<file path="src/rtl/spi_pkg.sv">
// Shared types and constants for the SPI master controller and its shifter.
package spi_pkg;

    localparam int FRAME_W  = 10;
    localparam int DATA_W   = 8;
    localparam int RX_IDX_W = $clog2(DATA_W);

    localparam logic [1:0] CMD_WR_ADDR = 2'b00;
    localparam logic [1:0] CMD_WR_DATA = 2'b01;
    localparam logic [1:0] CMD_RD_ADDR = 2'b10;
    localparam logic [1:0] CMD_RD_DATA = 2'b11;

    typedef logic [3:0] cnt_t;
    typedef logic [7:0] tmr_t;

    typedef enum logic [2:0] {
        ST_IDLE,
        ST_SEL,
        ST_SHIFT,
        ST_RD_WAIT,
        ST_RECV,
        ST_GAP
    } state_e;

    // Read-data frames carry no payload; the slave expects zeros there.
    function automatic logic [FRAME_W-1:0] build_frame(input logic [1:0] c,
                                                       input logic [DATA_W-1:0] d);
        return {c, (c == CMD_RD_DATA) ? {DATA_W{1'b0}} : d};
    endfunction

endpackage

</file>
<file path="src/rtl/spi_shift_reg.sv">
// MSB-first frame serialiser and LSB-first byte deserialiser sharing one bit counter.
module spi_shift_reg
    import spi_pkg::*;
(
    input  logic               clk,
    input  logic               a_rst_n,
    input  logic               load,
    input  logic [FRAME_W-1:0] frame,
    input  logic               shift_en,
    input  logic               cnt_rst,
    input  logic               capture_en,
    input  logic               serial_in,
    output logic               serial_out,
    output logic [DATA_W-1:0]  rx_next,
    output logic               tx_last,
    output logic               rx_last
);

    logic [FRAME_W-1:0]  tx_q, tx_d;
    logic [DATA_W-1:0]   rx_q, rx_d;
    cnt_t                cnt_q, cnt_d;
    logic [RX_IDX_W-1:0] rx_idx;

    // Counter holds the 1-based number of the bit currently on the wire.
    assign rx_idx     = RX_IDX_W'(cnt_q - cnt_t'(1));
    assign serial_out = tx_q[FRAME_W-1];
    assign tx_last    = (cnt_q == cnt_t'(FRAME_W));
    assign rx_last    = (cnt_q == cnt_t'(DATA_W));

    always_comb begin
        rx_next         = rx_q;
        rx_next[rx_idx] = serial_in;
    end

    always_comb begin
        tx_d  = tx_q;
        rx_d  = rx_q;
        cnt_d = cnt_q;
        if (load) begin
            tx_d  = frame;
            cnt_d = cnt_t'(1);
        end else if (shift_en) begin
            tx_d = {tx_q[FRAME_W-2:0], 1'b0};
            if (!tx_last) cnt_d = cnt_q + cnt_t'(1);
        end else if (cnt_rst) begin
            cnt_d = cnt_t'(1);
        end else if (capture_en) begin
            rx_d = rx_next;
            if (!rx_last) cnt_d = cnt_q + cnt_t'(1);
        end
    end

    always_ff @(posedge clk or negedge a_rst_n) begin
        if (!a_rst_n) begin
            tx_q  <= '0;
            rx_q  <= '0;
            cnt_q <= '0;
        end else begin
            tx_q  <= tx_d;
            rx_q  <= rx_d;
            cnt_q <= cnt_d;
        end
    end

endmodule

</file>
<file path="src/rtl/spi_master_ctrl.sv">
// SPI master: host command handshake, read-address/read-data ordering, frame sequencing.
// state | meaning: IDLE accept | SEL select+cmd bit | SHIFT 10 bits | RD_WAIT slave latency | RECV 8 bits | GAP SS_n high
module spi_master_ctrl
    import spi_pkg::*;
#(
    parameter int RD_LATENCY = 3,
    parameter int MIN_GAP    = 2
) (
    input  logic              clk,
    input  logic              a_rst_n,
    input  logic              cmd_valid,
    output logic              cmd_ready,
    input  logic [1:0]        cmd,
    input  logic [DATA_W-1:0] cmd_data,
    output logic              rsp_valid,
    output logic [DATA_W-1:0] rsp_data,
    output logic              cmd_err,
    output logic              busy,
    output logic              SS_n,
    output logic              MOSI,
    input  logic              MISO
);

    localparam tmr_t SEL_INIT     = tmr_t'(1);
    localparam tmr_t RD_WAIT_INIT = tmr_t'(RD_LATENCY - 2);
    // The accepting IDLE cycle is itself one SS_n-high cycle, so GAP covers the rest.
    localparam tmr_t   GAP_INIT   = tmr_t'(MIN_GAP - 2);
    localparam state_e GAP_NEXT   = (MIN_GAP > 1) ? ST_GAP : ST_IDLE;

    state_e            state_q, state_d;
    tmr_t              timer_q, timer_d;
    logic [1:0]        cmd_q, cmd_d;
    logic              rd_pend_q, rd_pend_d;
    logic              cmd_ready_q, cmd_ready_d;
    logic              rsp_valid_q, rsp_valid_d;
    logic [DATA_W-1:0] rsp_data_q, rsp_data_d;
    logic              cmd_err_q, cmd_err_d;

    logic              accept, reject, start;
    logic              serial_out, tx_last, rx_last;
    logic [DATA_W-1:0] rx_next;

    assign accept = cmd_valid & cmd_ready_q;
    assign reject = accept & (((cmd == CMD_RD_DATA) & ~rd_pend_q) |
                              ((cmd == CMD_RD_ADDR) &  rd_pend_q));
    assign start  = accept & ~reject;

    spi_shift_reg u_shift (
        .clk        (clk),
        .a_rst_n    (a_rst_n),
        .load       (start),
        .frame      (build_frame(cmd, cmd_data)),
        .shift_en   (state_q == ST_SHIFT),
        .cnt_rst    (state_q == ST_RD_WAIT),
        .capture_en (state_q == ST_RECV),
        .serial_in  (MISO),
        .serial_out (serial_out),
        .rx_next    (rx_next),
        .tx_last    (tx_last),
        .rx_last    (rx_last)
    );

    always_ff @(posedge clk or negedge a_rst_n) begin
        if (!a_rst_n) begin
            state_q     <= ST_IDLE;
            timer_q     <= '0;
            cmd_q       <= '0;
            rd_pend_q   <= 1'b0;
            cmd_ready_q <= 1'b0;
            rsp_valid_q <= 1'b0;
            rsp_data_q  <= '0;
            cmd_err_q   <= 1'b0;
        end else begin
            state_q     <= state_d;
            timer_q     <= timer_d;
            cmd_q       <= cmd_d;
            rd_pend_q   <= rd_pend_d;
            cmd_ready_q <= cmd_ready_d;
            rsp_valid_q <= rsp_valid_d;
            rsp_data_q  <= rsp_data_d;
            cmd_err_q   <= cmd_err_d;
        end
    end

    always_comb begin
        state_d     = state_q;
        timer_d     = timer_q;
        cmd_d       = cmd_q;
        rd_pend_d   = rd_pend_q;
        rsp_valid_d = 1'b0;
        rsp_data_d  = rsp_data_q;
        cmd_err_d   = 1'b0;
        case (state_q)
            ST_IDLE: begin
                cmd_err_d = reject;
                if (start) begin
                    state_d = ST_SEL;
                    timer_d = SEL_INIT;
                    cmd_d   = cmd;
                end
            end
            ST_SEL: begin
                if (timer_q == '0) state_d = ST_SHIFT;
                else               timer_d = timer_q - tmr_t'(1);
            end
            ST_SHIFT: begin
                if (tx_last) begin
                    if (cmd_q == CMD_RD_DATA) begin
                        state_d = ST_RD_WAIT;
                        timer_d = RD_WAIT_INIT;
                    end else begin
                        state_d = GAP_NEXT;
                        timer_d = GAP_INIT;
                        if (cmd_q == CMD_RD_ADDR) rd_pend_d = 1'b1;
                    end
                end
            end
            ST_RD_WAIT: begin
                if (timer_q == '0) state_d = ST_RECV;
                else               timer_d = timer_q - tmr_t'(1);
            end
            ST_RECV: begin
                if (rx_last) begin
                    state_d     = GAP_NEXT;
                    timer_d     = GAP_INIT;
                    rd_pend_d   = 1'b0;
                    rsp_valid_d = 1'b1;
                    rsp_data_d  = rx_next;
                end
            end
            ST_GAP: begin
                if (timer_q == '0) state_d = ST_IDLE;
                else               timer_d = timer_q - tmr_t'(1);
            end
            default: state_d = ST_IDLE;
        endcase
        cmd_ready_d = (state_d == ST_IDLE);
    end

    // Pin outputs decode straight from the state flop so reset releases SS_n at once.
    always_comb begin
        SS_n = 1'b1;
        MOSI = 1'b0;
        case (state_q)
            ST_SEL, ST_SHIFT: begin
                SS_n = 1'b0;
                MOSI = serial_out;
            end
            ST_RD_WAIT, ST_RECV: SS_n = 1'b0;
            default: ;
        endcase
    end

    assign busy      = (state_q != ST_IDLE);
    assign cmd_ready = cmd_ready_q;
    assign rsp_valid = rsp_valid_q;
    assign rsp_data  = rsp_data_q;
    assign cmd_err   = cmd_err_q;

endmodule

</file>
<file path="config.mk">
export PLATFORM = sky130hd
export DESIGN_NAME = spi_master_ctrl
export DESIGN_NICKNAME = d
export VERILOG_FILES = /design/src/rtl/spi_pkg.sv /design/src/rtl/spi_shift_reg.sv /design/src/rtl/spi_master_ctrl.sv
export SDC_FILE = /design/constraint.sdc
export NUM_CORES = 1
export LEC_CHECK = 0
export ABC_CLOCK_PERIOD_IN_PS = 3850
export CAP_MARGIN = 20
export CELL_PAD_IN_SITES_DETAIL_PLACEMENT = 1
export CELL_PAD_IN_SITES_GLOBAL_PLACEMENT = 1
export CORE_MARGIN = 2
export CORE_UTILIZATION = 45
export CTS_BUF_LIST = sky130_fd_sc_hd__clkbuf_16
export CTS_CLUSTER_SIZE = 24
export DETAILED_ROUTE_END_ITERATION = 8
export DONT_BUFFER_PORTS = 1
export PLACE_DENSITY_LB_ADDON = 0.2
export SKIP_CTS_REPAIR_TIMING = 1
export SLEW_MARGIN = 40
export SYNTH_ARGS = -nofsm -noshare
export SYNTH_HDL_FRONTEND = slang
export SYNTH_HIERARCHICAL = 1
export SYNTH_SLANG_ARGS = --single-unit
</file>
<file path="constraint.sdc">
create_clock -name clk -period 3.85 [get_ports clk]
set_input_delay 0.385 -clock clk [delete_from_list [all_inputs] [get_ports clk]]
set_output_delay 0.385 -clock clk [all_outputs]
set_load 0.05 [all_outputs]
</file>
[After elaboration in Yosys (flattened, before gate mapping)]
Cells that the tools add are included.
Storage, ports and cells
  output and inout bits: 14
  bits in writable memories: 0
  ROM bits: 0
  bits in latches: 0
  logic and storage cells: 100
  bits in registers: 47
  memories: 0
  input port bits: 14
Operators by class
  multipliers: 0
  magnitude comparators: 2
  add/sub/neg operators: 3
  muxes and demuxes: 36
  divide/modulo/power cells: 0
  shift operators: 0
  reduce and logical (&&, ||, !) cells: 18
  equal/unequal tests: 19
  bitwise logic cells: 11
Operators with widths (count)
  2-to-1 mux 8 bit: 5
  case mux 8 bit (4 select lines): 1
  2-to-1 mux 4 bit: 6
  2-to-1 mux 3 bit: 7
  2-to-1 mux 10 bit: 2
  case mux 3 bit (6 select lines): 1
  != test 2 bit (second input constant): 6
  2-to-1 mux 1 bit: 11
  AND reduction 5 bit: 2
  bitwise mux 8 bit: 1
  == test 2 bit (second input constant): 4
  == test 4 bit (second input constant): 2
  logical NOT 8 bit: 1
  nonzero test 4 bit: 2
  subtractor 8 x 1 -> 8 bit (second input constant): 1
  == test 3 x 2 -> 1 bit (second input constant): 2
  == test 3 bit (second input constant): 2
  logical NOT 3 bit: 2
  bitwise AND 1 bit: 5
  NOT 1 bit: 5
  adder 4 x 1 -> 4 bit (second input constant): 1
  < comparator 3 x 4 -> 1 bit (second input constant): 1
  != test 4 x 2 -> 1 bit (second input constant): 1
  AND reduction 2 bit: 2
  15 further kinds: 16

[Longest topological paths before layout]
Gate-level depths: netlist of the first run.
  depth after elaboration: 9
  depth in mapped cells: 11
  depth with buffers taken out: 9

[Modules after synthesis]
The synthesis of the first run kept the hierarchy.
By module, submodules not included
  spi_master_ctrl: cells each 135, area each 1373.8 um2, seq. area each 625.6 um2, instances 1
  spi_shift_reg: cells each 126, area each 1315.0 um2, seq. area each 550.5 um2, instances 1

[Least setup slack after synthesis of the first run]
No wires, ideal clock.
  path kind: flip-flop to output port
  start: register state_q[0]
  end: output MOSI
  arrival: 1.902 ns
  slack: 1.563 ns
  data required time: 3.465 ns
  stages on the path, launching flop included: 4
  path buffers: 1
  cell sequence: dfrtp_1 clkbuf_1 xnor2_1 nor3b_1
Between the ends
  cells in the longest elaborated chain, start to end: 3
  elaborated cells on any way between the ends: 4
  classes of those cells: 2 x eq/ne; 1 x mux; 1 x reduce/logical
RTL lines
  start: declaration: line spi_master_ctrl.sv:30  | state_e state_q, state_d;
  start signal: assignment: line spi_master_ctrl.sv:74  | state_q <= state_d;
  == test 3 x 1 -> 1 bit or == test 3 x 2 -> 1 bit (tied branches): line spi_master_ctrl.sv:144  | case (state_q)
  OR reduction 2 bit (*)
  2-to-1 mux 1 bit (*): line spi_master_ctrl.sv:144
  end: declaration: line spi_master_ctrl.sv:20  | output logic MOSI,
Mark *: on every way between the ends. The rest lies on a longest branch, timed or not.

[Final worst setup path of the first run]
  start: register state_q[1]
  end: register u_shift.rx_q[0]
Between the ends
  cells in the longest elaborated chain, start to end: 3
  elaborated cells on any way between the ends: 6
  classes of those cells: 3 x eq/ne; 2 x bitwise; 1 x reduce/logical
RTL lines
  == test 3 x 2 -> 1 bit (on tied branches): line spi_master_ctrl.sv:53, spi_master_ctrl.sv:54
  NOT 1 bit (no source line)
  AND reduction 4 bit (no source line) (*)
  end signal: assignment: line spi_shift_reg.sv:60  | rx_q <= rx_d;
  end: declaration: line spi_shift_reg.sv:20  | logic [DATA_W-1:0] rx_q, rx_d;
Marked as above.
A chain may end at the register's enable or synchronous reset.

==> flow_metrics.py, run 1 <==
metrics = {
    "drt": {
        "routedWlPerCell_um": 16.5,
        "num_vias": 1874,
        "postRouteWirelength_um": 5560,
        "drc_errors": 0,
        "vias_per_cell": 5.58,
        "drt-pass1-iter-count": 4,
        "antenna_left": 0,
        "drtIter0Drc": 41,
    },
    "clock_tree": {
        "cts_buffers": 5,
        "clkSinkCount": 47,
        "cts.clk_slew.worst_paths_ns": 0.06,
        "clockRootBuffer": "clkbuf_16",
        "clockBufferDepth": 2,
        "cts_tree": "yes",
        "h-tree-depth": 2,
        "clock_latency_ns": 0.28,
    },
    "timing": {
        "max_freq_mhz": 420,
        "clock-skew-final_ns": 0.00543,
        "relSlewSlack": 0.432,
        "period_needed_ns": 2.38,
        "fin_ws_ns": 1.47,
        "hold_viol": 0,
        "drv_slew": 0,
        "fin_crit_sh": 0.619,
        "rsz0062_at_grt": "no",
        "setup_viol": 0,
        "finalSetupTns_ns": 0,
        "tightest_slew_ns": 0.849,
    },
    "placement": {
        "place_ws_ns": 1.47,
        "dp.final_hpwl_um": 3730,
        "place_congestion": 0.745,
        "dpl_cell_area_sq_um": 2740,
        "portBuffers": 0,
    },
    "critical_path": {
        "crit_path_max_fanout": 16,
        "cp-start-kind": "flip-flop",
        "critPathCaptureType": "flip-flop",
        "critPathArrivalTime_ns": 2.55,
        "crit_type": "flip-flop to flip-flop",
        "crit_required_ns": 4.02,
    },
    "cells_and_area": {
        "nNetsFinal": 279,
        "final_layout_size_suffix_gt1_frac": 0.157,
        "utilization": 0.507,
        "syn2layout_area_growth_pct": 10.4,
        "final_area_sq_um": 2970,
        "antennaDiodeCount": 0,
    },
    "synthesis": {
        "avgSynthCellArea_sq_um": 10.3,
        "synth_seq_area_share": 0.437,
        "synth.top_cell.area_share": 0.437,
        "syn_inst": 261,
        "synthFlopType": "dfrtp_1",
        "synth.most_common_cell": "dfrtp_1",
        "async_flop_share": 1.00,
        "synth_cell_types": 54,
        "synth_fp_nets": 280,
        "yosys_warnings": 6,
        "synth_top_cell_by_area": "dfrtp_1",
        "yosys-top-cells-area": "dfrtp_1 (44%), mux2_1 (5.0%), nand2_1 (4.5%)",
        "synth-edff-count": 0,
        "ys_ff_latch": 47,
        "syn_area_sq_um": 2690,
        "synthTopCellsByCount": "dfrtp_1 (47), nand2_1 (32), mux2_1 (12)",
    },
    "floorplanning": {
        "ios": 28,
        "die_area_sq_um": 6610,
        "core-area_sq_um": 5850,
        "die_h_um": 81.3,
        "die-width_um": 81.3,
        "row_count": 28,
        "initial_core_util": 0.460,
    },
    "min_path": {
        "holdCritPathClass": "primary input to flip-flop",
    },
    "run_status": {
        "status": "finished clean",
    },
    "global_routing": {
        "grt_pass1_vias": 1902,
        "grt-ovfl-total": 0,
        "antenna_found_initial": 0,
        "grt_pass1_wl_um": 9420,
        "grt_usage": 0.186,
        "grt_max_degree": 48,
    },
    "run": {
        "maxCapViolCount": 0,
    },
    "power_and_ir_drop": {
        "power_density_nw_per_um2": 358,
        "finalPower_w": 0.00106,
        "p_leak_nw": 1.30,
        "ir_drop_v": 0.000150,
    },
}
## worst max-delay path, stage by stage, from the launching register on
cell and delay [ns]:
dfrtp_1 0.51, nor2b_1 0.23, nor2b_1 0.16, buf_4 0.23, or4b_4 0.57, nor2_4 0.15
nand3_2 0.10, mux2_4 0.31
## worst paths after layout
kind	from	to	slack, ns	depth (start not counted)
max	state_q[1]	u_shift/rx_q[0]	1.47	7
min	cmd[1]	cmd_err	0.22	2
max reg2reg	state_q[1]	u_shift/rx_q[0]	1.47	7
min reg2reg	u_shift/rx_q[2]	u_shift/rx_q[2]	0.49	1
max in group asynchronous	a_rst_n	u_shift/tx_q[7]	3.03	2
min in group asynchronous	a_rst_n	rsp_data[6]	0.61	2
## logic make-up after synthesis
kind of cell | share of synthesized area
AO/OA/AOI/OAI | 0.125
AND/OR/NAND/NOR | 0.213
adder cells (fa/ha/maj) | 0.0233
multiplexers | 0.152
XOR/XNOR | 0.0163
buffers and inverters | 0.0330
flip-flops | 0.437
## cells in the final DEF (no fill, tap or decap), types with 3 or more instances in the layout
| cell type | count |
|---|---|
| mux2_2 | 10 |
| inv_1 | 6 |
| nand3_1 | 6 |
| ha_1 | 5 |
| nand2_1 | 32 |
| mux2i_1 | 10 |
| mux2_4 | 4 |
| mux2_1 | 12 |
| nand4_1 | 3 |
| nand2b_1 | 7 |
| nor2b_1 | 4 |
| and2_1 | 9 |
| a21oi_1 | 10 |
| nor3_1 | 4 |
| a22o_1 | 4 |
| a31oi_1 | 5 |
| clkbuf_16 | 5 |
| o21ai_1 | 10 |
| dfrtp_1 | 47 |
| o21ai_0 | 9 |
| xnor2_1 | 3 |
| nor3b_1 | 3 |
| nor2_1 | 8 |
## where the power goes
| part | switching (W) | internal, W |
|---|---|---|
| clock network | 0.000179 | 0.000370 |
| logic | 0.0000131 | 0.00000719 |
| registers | 0 | 0.000494 |
| total | 0.000192 | 0.000871 |
## metrics by stage
stage	std cells	hold WS (ns)
floorplan	261	0.0894
global placement	326	0.0906
detailed placement	326	0.0908
CTS	334	-0.219
global route	336	0.221
finish	336	0.221
## state kept, by name, summed over array words and instances (netlist names)
| signal | count |
|---|---|
| u_shift/cnt_q | 4 |
| u_shift/tx_q | 10 |
| timer_q | 8 |
| rd_pend_q | 1 |
| u_shift/rx_q | 8 |
| rsp_valid | 1 |
| cmd_ready | 1 |
| rsp_data | 8 |
| cmd_q | 2 |
| cmd_err | 1 |
| state_q | 3 |
## layout make-up
class / instances / area (sq um)
clock inverter: 3 / 63.8
inverter: 7 / 28.8
tap: 75 / 93.8
fill: 629 / 2880
timing repair buffer: 4 / 52.6
sequential: 47 / 1180
clock buffer: 5 / 125
multi-input combinational: 195 / 1430
## layer usage
metal,share of wire,track usage,vias up
li1,-,-,925
met1,0.49,0.250,920
met2,0.47,0.299,25
met3,0.029,0.0433,4
met4,0.0052,0.0508,0
met5,0,0,-
Power figures use the tool's default switching activity.
==> run 2, diff against run 1 <==
Settings changed: ABC_CLOCK_PERIOD_IN_PS 3850 to 2000.
Clock period 3.85 ns to 2 ns, I/O delays scaled along.
==> run 2 against run 1 <==
Power is 68% higher. Worst hold slack worse by 0.18 ns. Register-to-register slack worse by 1.4 ns. Combinational power increased by 100%. Non-clock buffer count is 25 higher. Global-route usage is 0.55 points higher. Worst setup slack worse by 1.4 ns. Core utilization increased by 3.8 points. Via count rose by 5.0%. Critical endpoint is now u_shift/rx_q[4].
==> flow_metrics.py, run 2 (same netlist as run 1, synthesis figures left out) <==
metrics = {
    "run_status": {
        "status": "finished clean",
    },
    "timing": {
        "relSlewSlack": 0.671,
        "rsz0062_at_grt": "yes",
        "hold_viol": 0,
        "setup_viol": 0,
        "fin_crit_sh": 0.991,
        "drv_slew": 0,
        "max_freq_mhz": 505,
        "period_needed_ns": 1.98,
        "fin_ws_ns": 0.0179,
        "clock-skew-final_ns": 0.00542,
        "tightest_slew_ns": 0.493,
    },
    "run": {
        "maxCapViolCount": 0,
    },
    "clock_tree": {
        "clockRootBuffer": "clkbuf_16",
        "h-tree-depth": 2,
        "clock_latency_ns": 0.28,
        "clockBufferDepth": 2,
        "clkSinkCount": 47,
        "cts_buffers": 5,
        "cts_tree": "yes",
        "cts.clk_slew.worst_paths_ns": 0.06,
    },
    "cells_and_area": {
        "utilization": 0.545,
        "largest_register_ffs": 10,
        "syn2layout_area_growth_pct": 18.6,
        "antennaDiodeCount": 0,
        "layout.cells.non_filler": 361,
        "nNetsFinal": 304,
        "final_area_sq_um": 3190,
        "regMostFlops": "u_shift/tx_q",
        "final_layout_size_suffix_gt1_frac": 0.287,
        "most-common-layout-cells": "dfrtp_1 (45), nand2_1 (30), buf_4 (24)",
        "fill_cells": 627,
        "final_common_cell": "dfrtp_1",
    },
    "critical_path": {
        "critPathCaptureType": "flip-flop",
        "reg2regPathDepth": 6,
        "crit_required_ns": 2.17,
        "critPathArrivalTime_ns": 2.15,
        "crit_path_max_fanout": 5,
        "cp-start-kind": "flip-flop",
        "crit_type": "flip-flop to flip-flop",
    },
    "global_routing": {
        "grt_max_degree": 48,
        "antenna_found_initial": 0,
        "grt_pass1_wl_um": 9670,
        "grt_usage": 0.191,
        "grt_pass1_vias": 2017,
        "grt-ovfl-total": 0,
    },
    "power_and_ir_drop": {
        "ir_drop_v": 0.000562,
        "sequentialPowerShare": 0.533,
        "p_clk_frac": 0.444,
        "power_density_nw_per_um2": 559,
        "finalPower_w": 0.00178,
        "p_int_w": 0.00142,
        "p_sw_frac": 0.205,
        "netSwitchingPower_w": 0.000365,
        "power_frac_comb": 0.023,
        "p_leak_nw": 1.41,
    },
    "drt": {
        "routedWlPerCell_um": 16.4,
        "drtIter0Drc": 51,
        "num_vias": 1967,
        "antenna_left": 0,
        "postRouteWirelength_um": 5910,
        "vias_per_cell": 5.45,
        "drt-pass1-iter-count": 4,
        "drc_errors": 0,
    },
    "placement": {
        "place_congestion": 0.759,
        "dpl_cell_area_sq_um": 2930,
        "dp.cells": 348,
        "place_ws_ns": 0.00139,
        "dp.final_hpwl_um": 4190,
        "portBuffers": 0,
    },
    "floorplanning": {
        "ios": 28,
        "initial_core_util": 0.460,
        "die-width_um": 81.3,
        "core-area_sq_um": 5850,
        "die_h_um": 81.3,
        "die_area_sq_um": 6610,
        "row_count": 28,
    },
    "min_path": {
        "hold_depth": 2,
        "holdCritPathClass": "primary input to flip-flop",
    },
}
[run 2: changes by cell type in the layout (fill, tap and decap cells not counted), moves of 2 or more]
cell	change
nand2_1	-2
mux2_4	+3
nor2b_4	+2
buf_4	+22
mux2_1	-3
bufinv_16	-2
nand2_2	+2
buf_6	+2
dfrtp_1	-2
dfrtp_2	+2
nor2b_1	-2
[run 2: critical path, cell delays in order (launching register included)]
cell	delay [ns]
dfrtp_1	0.43
nor2b_4	0.16
nor2b_4	0.14
or4b_4	0.56
nor2_4	0.18
nand3_2	0.09
mux2_4	0.30
[run 2: routing by layer]
layer,global-route usage,part of all wire
met5,0,0
met4,0.0508,0.0091
met3,0.0433,0.026
met2,0.318,0.50
met1,0.251,0.47
[run 2: final cells by class]
class,instances,area [sq um],share of cell area
Sequential cell,47,1180,0.370
Clock inverter,3,12.5,0.00392
Tap cell,75,93.8,0.0294
Multi-Input combinational cell,195,1490,0.467
Timing Repair Buffer,29,260,0.0816
Inverter,7,28.8,0.00902
Clock buffer,5,125,0.0392
[run 2: through the flow]
stage                     hold WS, ns  setup TNS [ns]
after floorplan               -0.0956         -0.0898
after global placement        -0.0945               0
after detailed placement      -0.0942               0
after CTS                      -0.398         -0.0298
after global routing           0.0367          -0.278
final                          0.0417               0
[run 2: path summary, 6_finish.rpt]
check | start | end | slack, ns
setup / recovery | state_q[1] | u_shift/rx_q[4] | 0.02
hold / removal | cmd[1] | cmd_err | 0.04
setup reg to reg | state_q[1] | u_shift/rx_q[4] | 0.02
hold reg to reg | u_shift/rx_q[2] | u_shift/rx_q[2] | 0.49
max in group asynchronous | a_rst_n | state_q[0] | 1.35
min in group asynchronous | a_rst_n | rsp_data[7] | 0.42
[run 2: power groups by stage]
| stage | combinational (W) | sequential (W) | clock (W) |
|---|---|---|---|
| CTS | 0.0000141 | 0.000950 | 0.000818 |
| global placement | 0.0000135 | 0.000968 | 0 |
| floorplan | 0.0000126 | 0.000969 | 0 |
| global route | 0.0000479 | 0.000950 | 0.000859 |
| detailed placement | 0.0000141 | 0.000968 | 0 |
| finish | 0.0000410 | 0.000951 | 0.000792 |
==> variant 1, RTL diff (settings of run 2) <==
Encoding of `state_e`: now one-hot (6 bits for 6 states).
--- a/src/rtl/spi_pkg.sv
+++ b/src/rtl/spi_pkg.sv
@@ -14,11 +14,11 @@
     typedef logic [7:0] tmr_t;
 
-    typedef enum logic [2:0] {
-        ST_IDLE,
-        ST_SEL,
-        ST_SHIFT,
-        ST_RD_WAIT,
-        ST_RECV,
-        ST_GAP
+    typedef enum logic [5:0] {
+        ST_IDLE    = 6'b000001,
+        ST_SEL     = 6'b000010,
+        ST_SHIFT   = 6'b000100,
+        ST_RD_WAIT = 6'b001000,
+        ST_RECV    = 6'b010000,
+        ST_GAP     = 6'b100000
     } state_e;
 
Behaviour: no difference found for any inputs over 10 cycles, from zero or initial values and one cycle with a_rst_n low; not proved beyond that.
==> variant 1 against run 2 <==
- sequential cell count up 3
- setup slack got worse by 0.14 ns
- fmax is 6.8% lower
- the run now ends with negative setup slack left
- wire length is 32% higher
- largest cell class unchanged
- die area increased by 9.8%
- synthesized area is 10% higher
- register-to-register slack lost 0.09 ns
- design area rose by 17%
Power is not compared: it rests on default switching activity, and its combinational part moved more than twofold at a synthesized area within 25%.
==> variant 1: results (changes against run 2) <==
- CTS Root Cell: clkbuf_16
- Layout fillers: 679 (+8.3%)
- Num CTS Buffers: 5 (unchanged)
- Max stage delay on crit path: 0.43 ns (-0.13 ns)
- Area contributors post-synth: dfrtp_1 (41%), mux2_1 (7.2%), nand2_1 (4.6%)
- Port Buffer Count: 0 (unchanged)
- Average size of a mapped cell: 9.955 µm² (-3.4%)
- CP Max Fanout: 5 (unchanged)
- Largest net degree at the start of global routing: 51 (+6.3%)
- Met1 Track Usage GR: 28.34% (+3.3 points)
- Max_slew headroom: 67.77% (+0.65 points)
- Placed Instances: 398 (+14%)
- Asr flop ratio synth: 100.0% (unchanged)
- Final WL: 7.802 mm (+32%)
- CTS clk-pin slew, worst paths: 0.07 ns
- DR pass1 iterations: 4 (unchanged)
- Routed vias/inst: 5.712 (+4.8%)
- DR WL met3: 204 µm (+35%)
- Met2 routed wirelength: 4.036 mm (+38%)
- GR Util met3: 3.599% (-0.73 points)
- Initial DRC Count: 73 (+43%)
- Worst Slack Setup Final: -0.1262 ns (-0.1441 ns)
- Biggest register: u_shift/tx_q
- Hpwl dp: 5.061 mm (+21%)
- # setup viols final: 16 (+16)
- Syn Nets: 317 (+13%)
- Post-synth top cells: dfrtp_1 (49), nand2_1 (36), mux2_1 (19), nor2_1 (16), o21ai_1 (13)
- Worst EP arrival: 1.93 ns (-0.22 ns)
- Ant diodes: 0 (unchanged)
- Max reg flops: 10 (unchanged)
- Hold WC Path Type: in -> reg
- Critical path's slowest cell: or4_4
- Vias in the first global route: 2560 (+27%)
- GRT Util Overall: 21.33% (+2.2 points)
- H-tree levels: 2 (unchanged)
- Clk_skew: 0.004038 ns (-0.001381 ns)
- Placer congestion estimate: 0.7848 (+3.4%)
- Wire length of the first global-routing pass: 12.53 mm (+30%)
- Critical path capture point type: output port
- Netlist cell types: 60 (+11%)
- Switching power share of the total: 36.14%
- Max clock buf depth: 2 (unchanged)
- Final Non-Filler Cells: 420 (+16%)
- Clk Latency, worst-skew pair: 0.29 ns
- M1 WL: 3.405 mm (+23%)
- DR top layer: met4
- Met2 usage: 36.43% (+4.6 points)
- Outcome: complete, but fails checks
- Seq/Total Area, Yosys: 42.22% (-1.5 points)
- Dominant synthesized flop cell: dfrtp_1
- Ratio of cells with drive above 1 in the final layout: 30.90% (+2.2 points)
- Final Net Count: 361 (+19%)
- Worst vdd ir: 0.0006245 V
- Failing checks: negative setup slack
variant 1: kinds of logic after synthesis:
family	after synthesis	synth area share, %
AOI/OAI and AO/OA	57	13.24
and+or+nand+nor	115	22.10
muxes	35	13.33
xor gates and xnor gates	9	2.657
DFF	50	42.22
adders and majority gates	5	2.109
buffers and inverters	27	4.344
variant 1: final timing paths:
check | startpoint | cells after the start | end | slack [ns]
setup / recovery | state_q[2] | 7 | MOSI | -0.13
hold / removal | MISO | 1 | u_shift/rx_q[1] | 0.04
setup reg to reg | state_q[5] | 6 | u_shift/rx_q[3] | -0.07
hold reg to reg | u_shift/rx_q[5] | 1 | u_shift/rx_q[5] | 0.49
max in group asynchronous | a_rst_n | 2 | state_q[0] | 1.28
min in group asynchronous | a_rst_n | 2 | rsp_data[1] | 0.43
variant 1: per-stage QoR:
stage,power [mW],setup slack (ns),cell area [µm²],utilization (%),setup TNS (ns)
after detailed placement,2.751,-0.06397,3296,51.90,-0.4566
after global routing,4.109,-0.1661,3731,58.76,-2.126
final,3.882,-0.1262,3731,58.76,-0.7164
after CTS,3.723,-0.2927,3458,54.46,-1.266
after floorplan,2.318,-0.1876,3003,-,-1.149
after global placement,2.701,-0.003892,3296,51.90,-0.003892
variant 1: power by group through the flow:
stage / logic [mW] / registers [mW] / clock network, mW
2_1_floorplan: 0.923 / 1.40 / 0
3_3_place_gp: 1.28 / 1.42 / 0
3_5_place_dp: 1.32 / 1.43 / 0
4_1_cts: 1.34 / 1.41 / 0.967
5_1_grt: 1.65 / 1.46 / 1.00
6_report: 1.51 / 1.43 / 0.947
variant 1: area by class of cell:
cell class	count	area share (%)
multi-input cells	221	45.88
flip-flops and latches	50	33.70
repair buffers	53	12.31
clock buffers	5	3.353
well taps	77	2.582
inverters	11	1.174
clock inverters	3	1.006
==> variant 2, RTL diff (settings of run 2) <==
Without the edit above. Put one more register stage on the output `cmd_err`, cleared by the reset. The value now appears one clock later. The other outputs are not delayed to match.
--- a/src/rtl/spi_master_ctrl.sv
+++ b/src/rtl/spi_master_ctrl.sv
@@ -156,5 +156,11 @@
     assign rsp_valid = rsp_valid_q;
     assign rsp_data  = rsp_data_q;
-    assign cmd_err   = cmd_err_q;
+    always_ff @(posedge clk or negedge a_rst_n) begin
+        if (!a_rst_n) begin
+            cmd_err <= '0;
+        end else begin
+            cmd_err <= cmd_err_q;
+        end
+    end
 
 endmodule
Check against the original RTL: not equivalent (a bounded check fails within 4 cycles, from zero or initial values and one cycle with a_rst_n low).
==> variant 2 against run 2 <==
- count of clock-buffer cells in the layout stayed put
- clock skew fell by 0.0017 ns
- setup slack lost 0.011 ns
- synthesized area fell by 1.2%
- die area is 1.2% lower
- design area is 0.55% higher
- wire length up 10%
- hold slack got worse by 0.015 ns
- power grew 1.7%
- sequential cell count is 1 higher
- synthesized cell count decreased by 0.77%
- critical endpoint is now u_shift/rx_q[7]
==> variant 2: results (changes against run 2) <==
- GRT Util Overall: 19.57% (+0.44 points)
- Layout fillers: 614 (-2.1%)
- Final Net Count: 307 (+0.99%)
- CTS Root Cell: clkbuf_16
- Area contributors post-synth: dfrtp_1 (45%), mux2_1 (5.1%), mux2_2 (4.2%)
- Syn Inst Count: 259 (-0.77%)
- Met2 routed wirelength: 3.306 mm (+13%)
- DR pass1 iterations: 4 (unchanged)
- Clk_skew: 0.003717 ns (-0.001702 ns)
- DR WL met3: 134 µm (-11%)
- Hpwl dp: 4.251 mm (+1.3%)
- Ratio of cells with drive above 1 in the final layout: 29.41% (+0.74 points)
- Netlist cell types: 52 (-3.7%)
- Post-synth top cells: dfrtp_1 (48), nand2_1 (29), mux2_1 (12), mux2i_1 (11), o21ai_1 (11)
- Worst vdd ir: 0.0003858 V (-31%)
- Placed Instances: 347 (-0.29%)
- Largest net degree at the start of global routing: 49 (+2.1%)
- Placer congestion estimate: 0.7843 (+3.3%)
- Port Buffer Count: 0 (unchanged)
- Seq/Total Area, Yosys: 45.22% (+1.5 points)
- CP Max Fanout: 6 (+1)
- Wire length of the first global-routing pass: 9.798 mm (+1.3%)
- Via Count: 2035 (+3.5%)
- Synth Cell Area: 2656 µm² (-1.2%)
- Initial DRC Count: 86 (+69%)
- Max_slew headroom: 66.39% (-0.72 points)
- Placed instance area: 2924 µm² (-0.13%)
- M1 WL: 2.955 mm (+6.8%)
- Outcome: completed
- Avg WL per Cell: 18.02 µm (+10%)
variant 2: cell types whose count changed after synthesis, moves of 3 or more:
cell / delta
a22o_1: -4
buf_2: +3
inv_1: +4
nand2_1: -3
nand3_1: +3
or3_1: +3
variant 2: through the flow:
step	setup slack [ns]	hold WS [ns]
2_1_floorplan	-0.03761	-0.09559
3_3_place_gp	0.01053	-0.09442
3_5_place_dp	-0.001159	-0.09464
4_1_cts	-0.07620	-0.4014
5_1_grt	-0.05500	0.04378
6_report	0.006828	0.02657
variant 2: power breakdown:
group / internal (mW) / total, mW / switching, mW
logic: 0.0166 / 0.0435 / 0.0269
clock network: 0.451 / 0.799 / 0.349
registers: 0.971 / 0.971 / 0
variant 2: logic make-up (layout without fill, tap and decap cells):
family	count (synthesis)	in the layout	synth area share, %
buf+inv	22	52	3.532
simple gates	101	101	22.04
xor+xnor	4	4	1.319
flops	48	48	45.22
compound gates	42	42	9.798
fa+ha+maj	5	5	2.355
mux	37	37	15.73
variant 2: final cells by class:
| cell class | count | area, µm² | area share [%] |
|---|---|---|---|
| clock inverter | 3 | 11.26 | 0.3512 |
| multi-input combinational | 189 | 1439 | 44.87 |
| clock buffer | 5 | 125.1 | 3.902 |
| tap | 72 | 90.09 | 2.809 |
| timing repair buffer | 34 | 297.8 | 9.286 |
| sequential | 48 | 1206 | 37.61 |
| inverter | 10 | 37.54 | 1.171 |
variant 2: worst paths after layout:
kind                                 start               to  cells past startpoint
worst max-delay path            state_q[2]  u_shift/rx_q[7]                      6
worst min-delay path                cmd[1]        cmd_err_q                      2
worst max register to register  state_q[2]  u_shift/rx_q[7]                      6
worst min register to register   cmd_err_q          cmd_err                      0
max in group asynchronous          a_rst_n        cmd_ready                      2
min in group asynchronous          a_rst_n  u_shift/rx_q[4]                      2
variant 2: metal layers:
layer / global-route usage, % / up-vias
met3: 3.778 / 12
met4: 6.780 / 0
li1: - / 966
met1: 25.02 / 1033
met2: 33.14 / 24
met5: 0 / -
variant 2: worst reg2reg max path, stage by stage (launching register included):
cell and delay, ns:
dfrtp_2 0.46, nand2b_4 0.18, nor2_1 0.08, or4b_4 0.59
nor2_4 0.19, nand2_1 0.09, mux2_4 0.29
